<file path="src/rtl/msx_mouse_host.sv">
// rtl/msx_mouse_host.sv - MSX mouse host: strobes the mouse four times and assembles dx/dy/buttons
module msx_mouse_host #(
    parameter int SETTLE_CYCLES = 64,
    parameter int POLL_PERIOD   = 400000
) (
    input  logic       clk_sys,
    input  logic       reset,
    input  logic       req,
    input  logic [5:0] port_in,
    output logic       strobe,
    output logic [7:0] dx,
    output logic [7:0] dy,
    output logic [1:0] buttons,
    output logic       valid,
    output logic       busy
);
    localparam int PW = (POLL_PERIOD > 1) ? $clog2(POLL_PERIOD) : 1;
    localparam int SW = (SETTLE_CYCLES > 1) ? $clog2(SETTLE_CYCLES) : 1;
    localparam logic [PW-1:0] POLL_LAST   = PW'(POLL_PERIOD - 1);
    localparam logic [SW-1:0] SETTLE_LAST = SW'(SETTLE_CYCLES - 1);

    typedef enum logic [2:0] {
        IDLE   = 3'd0,
        TOGGLE = 3'd1,
        SETTLE = 3'd2,
        SAMPLE = 3'd3,
        DONE   = 3'd4
    } state_t;

    state_t        state_q, state_d;
    logic          strobe_q, strobe_d;
    logic [7:0]    dx_q, dx_d;
    logic [7:0]    dy_q, dy_d;
    logic [1:0]    buttons_q, buttons_d;
    logic          valid_q, valid_d;
    logic [PW-1:0] poll_q, poll_d;
    logic [SW-1:0] settle_q, settle_d;
    logic [1:0]    k_q, k_d;
    logic [15:0]   shadow_q, shadow_d;
    logic [1:0]    btn_shadow_q, btn_shadow_d;

    logic start;
    logic settle_done;

    assign start       = (state_q == IDLE) && (req || (poll_q == POLL_LAST));
    assign settle_done = (settle_q == SETTLE_LAST);

    always_ff @(posedge clk_sys) begin
        if (reset) begin
            state_q      <= IDLE;
            strobe_q     <= 1'b0;
            dx_q         <= '0;
            dy_q         <= '0;
            buttons_q    <= '0;
            valid_q      <= 1'b0;
            poll_q       <= '0;
            settle_q     <= '0;
            k_q          <= '0;
            shadow_q     <= '0;
            btn_shadow_q <= '0;
        end else begin
            state_q      <= state_d;
            strobe_q     <= strobe_d;
            dx_q         <= dx_d;
            dy_q         <= dy_d;
            buttons_q    <= buttons_d;
            valid_q      <= valid_d;
            poll_q       <= poll_d;
            settle_q     <= settle_d;
            k_q          <= k_d;
            shadow_q     <= shadow_d;
            btn_shadow_q <= btn_shadow_d;
        end
    end

    always_comb begin
        state_d = state_q;
        case (state_q)
            IDLE:    if (start) state_d = TOGGLE;
            TOGGLE:  state_d = SETTLE;
            SETTLE:  if (settle_done) state_d = SAMPLE;
            SAMPLE:  state_d = (k_q == 2'd3) ? DONE : TOGGLE;
            DONE:    state_d = IDLE;
            default: state_d = IDLE;
        endcase
    end

    // The poll counter only advances in IDLE, so the poll period excludes transaction time.
    always_comb begin
        strobe_d     = strobe_q;
        dx_d         = dx_q;
        dy_d         = dy_q;
        buttons_d    = buttons_q;
        valid_d      = 1'b0;
        poll_d       = poll_q;
        settle_d     = settle_q;
        k_d          = k_q;
        shadow_d     = shadow_q;
        btn_shadow_d = btn_shadow_q;
        busy         = (state_q != IDLE);
        case (state_q)
            IDLE: begin
                poll_d = start ? '0 : poll_q + PW'(1);
            end
            TOGGLE: begin
                strobe_d = ~strobe_q;
                settle_d = '0;
            end
            SETTLE: begin
                if (!settle_done) settle_d = settle_q + SW'(1);
            end
            SAMPLE: begin
                case (k_q)
                    2'd0:    shadow_d[15:12] = ~port_in[3:0];
                    2'd1:    shadow_d[11:8]  = ~port_in[3:0];
                    2'd2:    shadow_d[7:4]   = ~port_in[3:0];
                    default: begin
                        shadow_d[3:0] = ~port_in[3:0];
                        btn_shadow_d  = ~port_in[5:4];
                    end
                endcase
                k_d = k_q + 2'd1;
            end
            DONE: begin
                dx_d      = shadow_q[15:8];
                dy_d      = shadow_q[7:0];
                buttons_d = btn_shadow_q;
                valid_d   = 1'b1;
                k_d       = '0;
            end
            default: ;
        endcase
    end

    assign strobe  = strobe_q;
    assign dx      = dx_q;
    assign dy      = dy_q;
    assign buttons = buttons_q;
    assign valid   = valid_q;

endmodule

</file>
<file path="config.mk">
export PLATFORM = sky130hd
export DESIGN_NAME = msx_mouse_host
export DESIGN_NICKNAME = d
export VERILOG_FILES = /design/src/rtl/msx_mouse_host.sv
export SDC_FILE = /design/constraint.sdc
export NUM_CORES = 1
export LEC_CHECK = 0
export CAP_MARGIN = 20
export CELL_PAD_IN_SITES_DETAIL_PLACEMENT = 2
export CELL_PAD_IN_SITES_GLOBAL_PLACEMENT = 2
export CORE_MARGIN = 2
export CORE_UTILIZATION = 36
export CTS_CLUSTER_DIAMETER = 100
export CTS_CLUSTER_SIZE = 25
export DETAILED_ROUTE_END_ITERATION = 16
export PLACE_DENSITY = 0.88
export SYNTH_ARGS = -nofsm -noshare
export SYNTH_HDL_FRONTEND = slang
export SYNTH_SLANG_ARGS = --single-unit
</file>
<file path="constraint.sdc">
create_clock -name clk_sys -period 4.3 [get_ports clk_sys]
set_clock_uncertainty 0.05 [all_clocks]
set_input_delay 0.645 -clock clk_sys [delete_from_list [all_inputs] [get_ports clk_sys]]
set_output_delay 0.645 -clock clk_sys [all_outputs]
set_load 0.01 [all_outputs]
</file>
==> results of run 1 <==
-- power breakdown --
part	internal, mW	leakage (nW)	total (mW)	switching [mW]
Combinational	0.0236	0.454	0.0636	0.0400
Sequential	0.635	0.548	0.641	0.00564
Clock	0.268	0.0962	0.521	0.253
Total	0.926	1.10	1.23	0.299
-- state kept, by name, indices dropped and copies added, names as in the netlist --
signal        cells
buttons           2
strobe            1
btn_shadow_q      2
dy                8
valid             1
shadow_q         16
dx                8
state_q           3
k_q               2
poll_q           19
settle_q          6
-- cell type report --
type	count	area, um^2
clock buffer	10	128
multi-input combinational	236	1340
clock inverter	6	65.1
fill	865	4270
inverter	6	22.5
tap	102	128
sequential	68	1360
timing repair buffer	30	293
-- final timing paths --
check	startpoint	to	slack (ns)	depth (start not counted)
max	state_q[2]	busy	1.62	3
max reg2reg	state_q[2]	poll_q[15]	2.12	6
min	dx[5]	dx[5]	0.41	2
min reg2reg	dx[5]	dx[5]	0.41	2
-- metal layers --
metal	vias up	wire, um
met5	-	0
met4	0	89
met3	6	138
met2	21	3710
met1	1175	3390
li1	1157	-
-- cell usage in the layout (no fill, tap or decap), types with 3 or more instances in the layout --
cell and count:
dfxtp_1 68, nor2_1 52, nand2_1 51, clkdlybuf4s50_1 28
a21oi_1 25, a211oi_1 23, nand3_1 17, xnor2_1 11
clkbuf_8 9, xor2_1 8, inv_1 6, nor3_1 6
ha_1 6, and2_1 4, nand2b_1 3, and3_1 3
mux2i_1 3
-- kinds of logic (layout without fill, tap and decap cells) --
family                   after synthesis  count (layout)  synth area share, %
buffers and inverters                 23              52                 3.36
AO/OA/AOI/OAI                         56              56                 12.9
multiplexers                           3               3                 1.08
adder cells (fa/ha/maj)                6               6                 2.69
flip-flops                            68              68                 48.8
AND/OR/NAND/NOR                      152             152                 25.2
XOR/XNOR                              19              19                 5.96
-- through the flow --
stage	std cells	hold slack, ns
finish	458	0.408
global placement	442	0.391
floorplan	327	0.382
global route	458	0.438
CTS	458	0.414
detailed placement	442	0.403
-- critical path: cells and delay by family, from the launching register on --
family | cells | cell delay [ns]
buffers and inverters | 2 | 0.90
DFF | 1 | 0.62
and+or+nand+nor | 1 | 0.14
==> run summary, run 1 <==
- 16.0 um — Routed WL per cell
- built — TritonCTS clock tree
- 68 — total of flip-flops plus latches after synthesis
- finished clean — result of the run
- 0 — Post CTS Setup Buffer Count
- dfxtp_1 — cell with the most instances after synthesis
- 3140 um^2 — Placed Instance Area
- nor3_2 -> inv_1 -> clkdlybuf4s50_1 — crit path cell chain
- 48.8% — portion of the post-synthesis area used by sequential elements
- dfxtp_1 — predominant post-synthesis flop cell
- 30 — I/O pins
- 0 — Detail Route Antenna Nets
- 53 — pin count of the biggest net entering global routing
- 68 — Clock Sink Count
- 0 ns — setup TNS
- 0 — Resize count post-CTS
- 5.15 — number of vias per cell
- 40 — library cells used by synthesis
- 32 — total number of placement rows
- 14 — Max Fanout on Critical Path
- 1.99 ns — WP data arrival
- 62.4% — share of the cycle needed by the critical path after routing
- 0 — DRC
- 366 — nets@finish
- primary output — crit end category
- 92.1 um — height of the die
- 9 — Inserted Clock Buffers
- 3330 um^2 — post-route standard cell area excluding fillers
- reg2reg — Hold Crit Class
- 19.4% — growth of design area from synthesis to finish
- 49.1% — max-slew headroom at the worst pin
- 2359 — vias after detailed routing
- 92.1 um — chip width
- 0.62 ns — Critical Path Max Stage Delay
- 4960 um — DP Wirelength
- 327 — Synth Instances
- 342 — number of nets produced by synthesis
- 0 — total number of yosys warnings
- 29 — IO buf count
- 0 — hold-fix buffer count after cts
- 0 — diode insertion count for antenna repair
- 7320 um — Routed Wire Length
- 0.837 — RePlAce Congestion
- 3.61 ns — endpoint required time on the critical path
- 0.07 ns — clk slew on worst S/H paths
- false — RSZ-0062 raised after global routing
- 1.97 ns — post-placement worst setup slack
- 19.1% — total global routing track utilization
- 0.143 mV — VDD IR-drop max
- 8.54 um^2 — mean cell area of the mapped netlist
- 2790 um^2 — Syn Std Cell Area
- 24.1% — GRT met1 Usage
- 0 — Post-synth EDFFs
- 43.8% — final standard cell utilization of the core
- 2 — maximum buffer depth of the clock tree
- 2583 — number of global-route vias before repair
- 0% — fraction of synthesis flops using an asynchronous set or reset pin
- 0 — antenna violations before repair
- 368 nW/um^2 — P per Cell Area
- 36.7% — Starting Density
- 0.373 GHz — timing-limited maximum frequency
- 7610 um^2 — total core area
- 0.763 ns — slew at the pin closest to its max-slew limit
- 4 — first drt pass iteration count
- 1.23 mW — sum of internal, switching and leakage power
- dfxtp_1 49%, nor2_1 7.0%, nand2_1 6.9% — leading cell types by total area after synthesis
- 68 x dfxtp_1, 52 x nor2_1, 51 x nand2_1, 25 x a21oi_1, 23 x a211oi_1 — most common library cells after synthesis
- 0 — final hold violation count
- dfxtp_1 — dominant cell type by area after synthesis
- 0.34 ns — Clk Latency, worst-skew pair
- 8470 um^2 — Total Die Area
- flip-flop — launching element type of the critical path
- clkbuf_8 — library cell used as clock root buffer
- 1.10 nW — leakage power summed over all cells
- 32.1% — GR met2 Demand/Resource
- 0 — # setup viols final
- dfxtp_1 — master of the slowest instance on the critical path
- 0 — total count of max-transition violations in the final report
- 3 — H-tree levels
- 6.74% — share of cells above drive strength 1
- 50 — DRC marker count from the first detailed-route iteration
- 48.8% — area share of the leading cell type in the synthesized netlist
- 1.62 ns — final critical-path setup slack
- 0 — max-cap check violation count
- 0 — leftover overflow at the end of global routing
- 12800 um — global-route wire length before repair
- reg2out — critical path start-end classification
- 3.37% — global routing met3 resource utilization
- met2 — most congested layer reported by global routing
- 2.68 ns — final critical path time including I/O delays and setup
(Power assumes the default switching activity.)
==> inputs of run 2 (changes only) <==
--- a/config.mk
+++ b/config.mk
@@ -9,11 +9,11 @@
 export CELL_PAD_IN_SITES_DETAIL_PLACEMENT = 2
 export CELL_PAD_IN_SITES_GLOBAL_PLACEMENT = 2
 export CORE_MARGIN = 2
-export CORE_UTILIZATION = 36
+export CORE_UTILIZATION = 30
 export CTS_CLUSTER_DIAMETER = 100
 export CTS_CLUSTER_SIZE = 25
 export DETAILED_ROUTE_END_ITERATION = 16
-export PLACE_DENSITY = 0.88
+export PLACE_DENSITY = 0.79
 export SYNTH_ARGS = -nofsm -noshare
 export SYNTH_HDL_FRONTEND = slang
 export SYNTH_SLANG_ARGS = --single-unit
==> constraint.sdc (replaced) <==
create_clock -name clk_sys -period 2.2 [get_ports clk_sys]
set_clock_uncertainty 0.05 [all_clocks]
set_input_delay 0.33 -clock clk_sys [delete_from_list [all_inputs] [get_ports clk_sys]]
set_output_delay 0.33 -clock clk_sys [all_outputs]
set_load 0.01 [all_outputs]
==> run summary, run 2 (synthesis results as in run 1) <==
- finished clean — result of the run
- in2reg — Hold Crit Class
- built — TritonCTS clock tree
- 0.489 GHz — timing-limited maximum frequency
- 35 — total number of placement rows
- 0 — final hold violation count
- 68 — Clock Sink Count
- 4.94 — number of vias per cell
- or4b_4 -> nor4_4 -> a211oi_2 -> nor2_4 -> nor2_1 — crit path cell chain
- 4 — first drt pass iteration count
- 0 — hold-fix buffer count after cts
- 0.749 — RePlAce Congestion
- 30 — I/O pins
- 19 — flip-flop count of the largest register, all copies and words added
- 2.21 ns — WP data arrival
- 472 — Final Instance Count excl. Fillers
- 100 um — height of the die
- 3190 um^2 — Placed Instance Area
- 24.0% — growth of design area from synthesis to finish
- dfxtp_1 — most frequent standard cell in the layout excluding fill and tap cells
- 0.56 ns — Critical Path Max Stage Delay
- 16.1% — total global routing track utilization
- 3460 um^2 — post-route standard cell area excluding fillers
- 0 — max-cap check violation count
- 0.34 ns — Clk Latency, worst-skew pair
- simple AND/OR/NAND/NOR gates — gate family responsible for the most delay along the worst path
- false — RSZ-0062 raised after global routing
- 9 — Inserted Clock Buffers
- poll_q (19), shadow_q (16) — biggest registers after layout
- 1016 — Filler Cell Count
- 0 — Detail Route Antenna Nets
- 7390 um — Routed Wire Length
- 93.0% — share of the cycle needed by the critical path after routing
- 0 — DRC
- 10100 um^2 — Total Die Area
- 68 x dfxtp_1, 52 x nor2_1, 51 x nand2_1 — top library cells by usage in the layout, fill and taps aside
- 0 — antenna violations before repair
- 0 — diode insertion count for antenna repair
- 8.59% — share of cells above drive strength 1
- 12700 um — global-route wire length before repair
- 0 — # setup viols final
- 0 — leftover overflow at the end of global routing
- 2488 — number of global-route vias before repair
- 2 — maximum buffer depth of the clock tree
- 0.08 ns — clk slew on worst S/H paths
- 0 — Post CTS Setup Buffer Count
- 456 — # placed instances
- flip-flop — crit end category
- 2.05 ns — final critical path time including I/O delays and setup
- 30.5% — Starting Density
- 802 nW/um^2 — P per Cell Area
- 0 ns — setup TNS
- 3 — H-tree levels
- 2.37 ns — endpoint required time on the critical path
- flip-flop — launching element type of the critical path
- 1.16 nW — leakage power summed over all cells
- 0 — count of buffer and inverter cells on the critical path
- 15.6 um — Routed WL per cell
- 2331 — vias after detailed routing
- poll_q — register ranked first by flip-flop count
- 100 um — chip width
- 65 — DRC marker count from the first detailed-route iteration
- 20 — pin count of the biggest net entering global routing
- 371 — nets@finish
- clkbuf_8 — library cell used as clock root buffer
- 50.3% — max-slew headroom at the worst pin
- 0.744 ns — slew at the pin closest to its max-slew limit
- 9150 um^2 — total core area
- 14 — Max Fanout on Critical Path
- or4b_4 — master of the slowest instance on the critical path
- 29 — IO buf count
- 0 — total count of max-transition violations in the final report
- 5100 um — DP Wirelength
- reg2reg — critical path start-end classification
- 0.239 mV — VDD IR-drop max
-- run 2: area by class of cell --
cell class	count	area, um^2	area share [%]
Sequential cell	68	1360	39.3
Inverter	6	22.5	0.651
Multi-Input combinational cell	236	1340	38.6
Clock inverter	6	135	3.90
Tap cell	111	139	4.01
Timing Repair Buffer	35	330	9.54
Clock buffer	10	138	3.98
-- run 2: metal layers --
metal / routed length, um / vias up / part of all wire, % / global-route usage, %
met5: 0 / - / 0 / 0
met4: 121 / 0 / 1.6 / 6.43
met3: 115 / 10 / 1.6 / 2.70
met2: 3650 / 21 / 49 / 26.0
met1: 3500 / 1137 / 47 / 21.3
li1: - / 1163 / - / -
-- run 2: what timing repair did --
item,in CTS,in global routing
gates resized for setup,0,1
endpoints found under the setup margin,0,1
endpoints found under the hold margin,0,0
-- run 2: worst paths after layout --
check                                  from          to  slack (ns)  cells past startpoint
worst max-delay path              poll_q[7]  poll_q[10]        0.15                      5
worst min-delay path                  reset   poll_q[2]        0.34                      2
worst max register to register    poll_q[7]  poll_q[10]        0.15                      5
worst min register to register  shadow_q[4]       dy[4]        0.41                      2
-- run 2: through the flow --
step / utilization (%) / power [mW] / hold slack (ns) / worst slack, ns
floorplan: - / 1.36 / 0.376 / 0.385
global placement: 34.8 / 1.41 / 0.396 / 0.230
detailed placement: 34.8 / 1.41 / 0.402 / 0.133
CTS: 37.8 / 2.81 / 0.324 / 0.0123
global route: 37.8 / 2.90 / 0.339 / 0.0181
finish: 37.8 / 2.78 / 0.337 / 0.153
-- run 2: power by group --
part	total [mW]	leakage (nW)	switching [mW]	internal (mW)
sequential	1.25	0.548	0.0112	1.24
combinational	0.132	0.479	0.0815	0.0505
clock	1.39	0.129	0.493	0.899
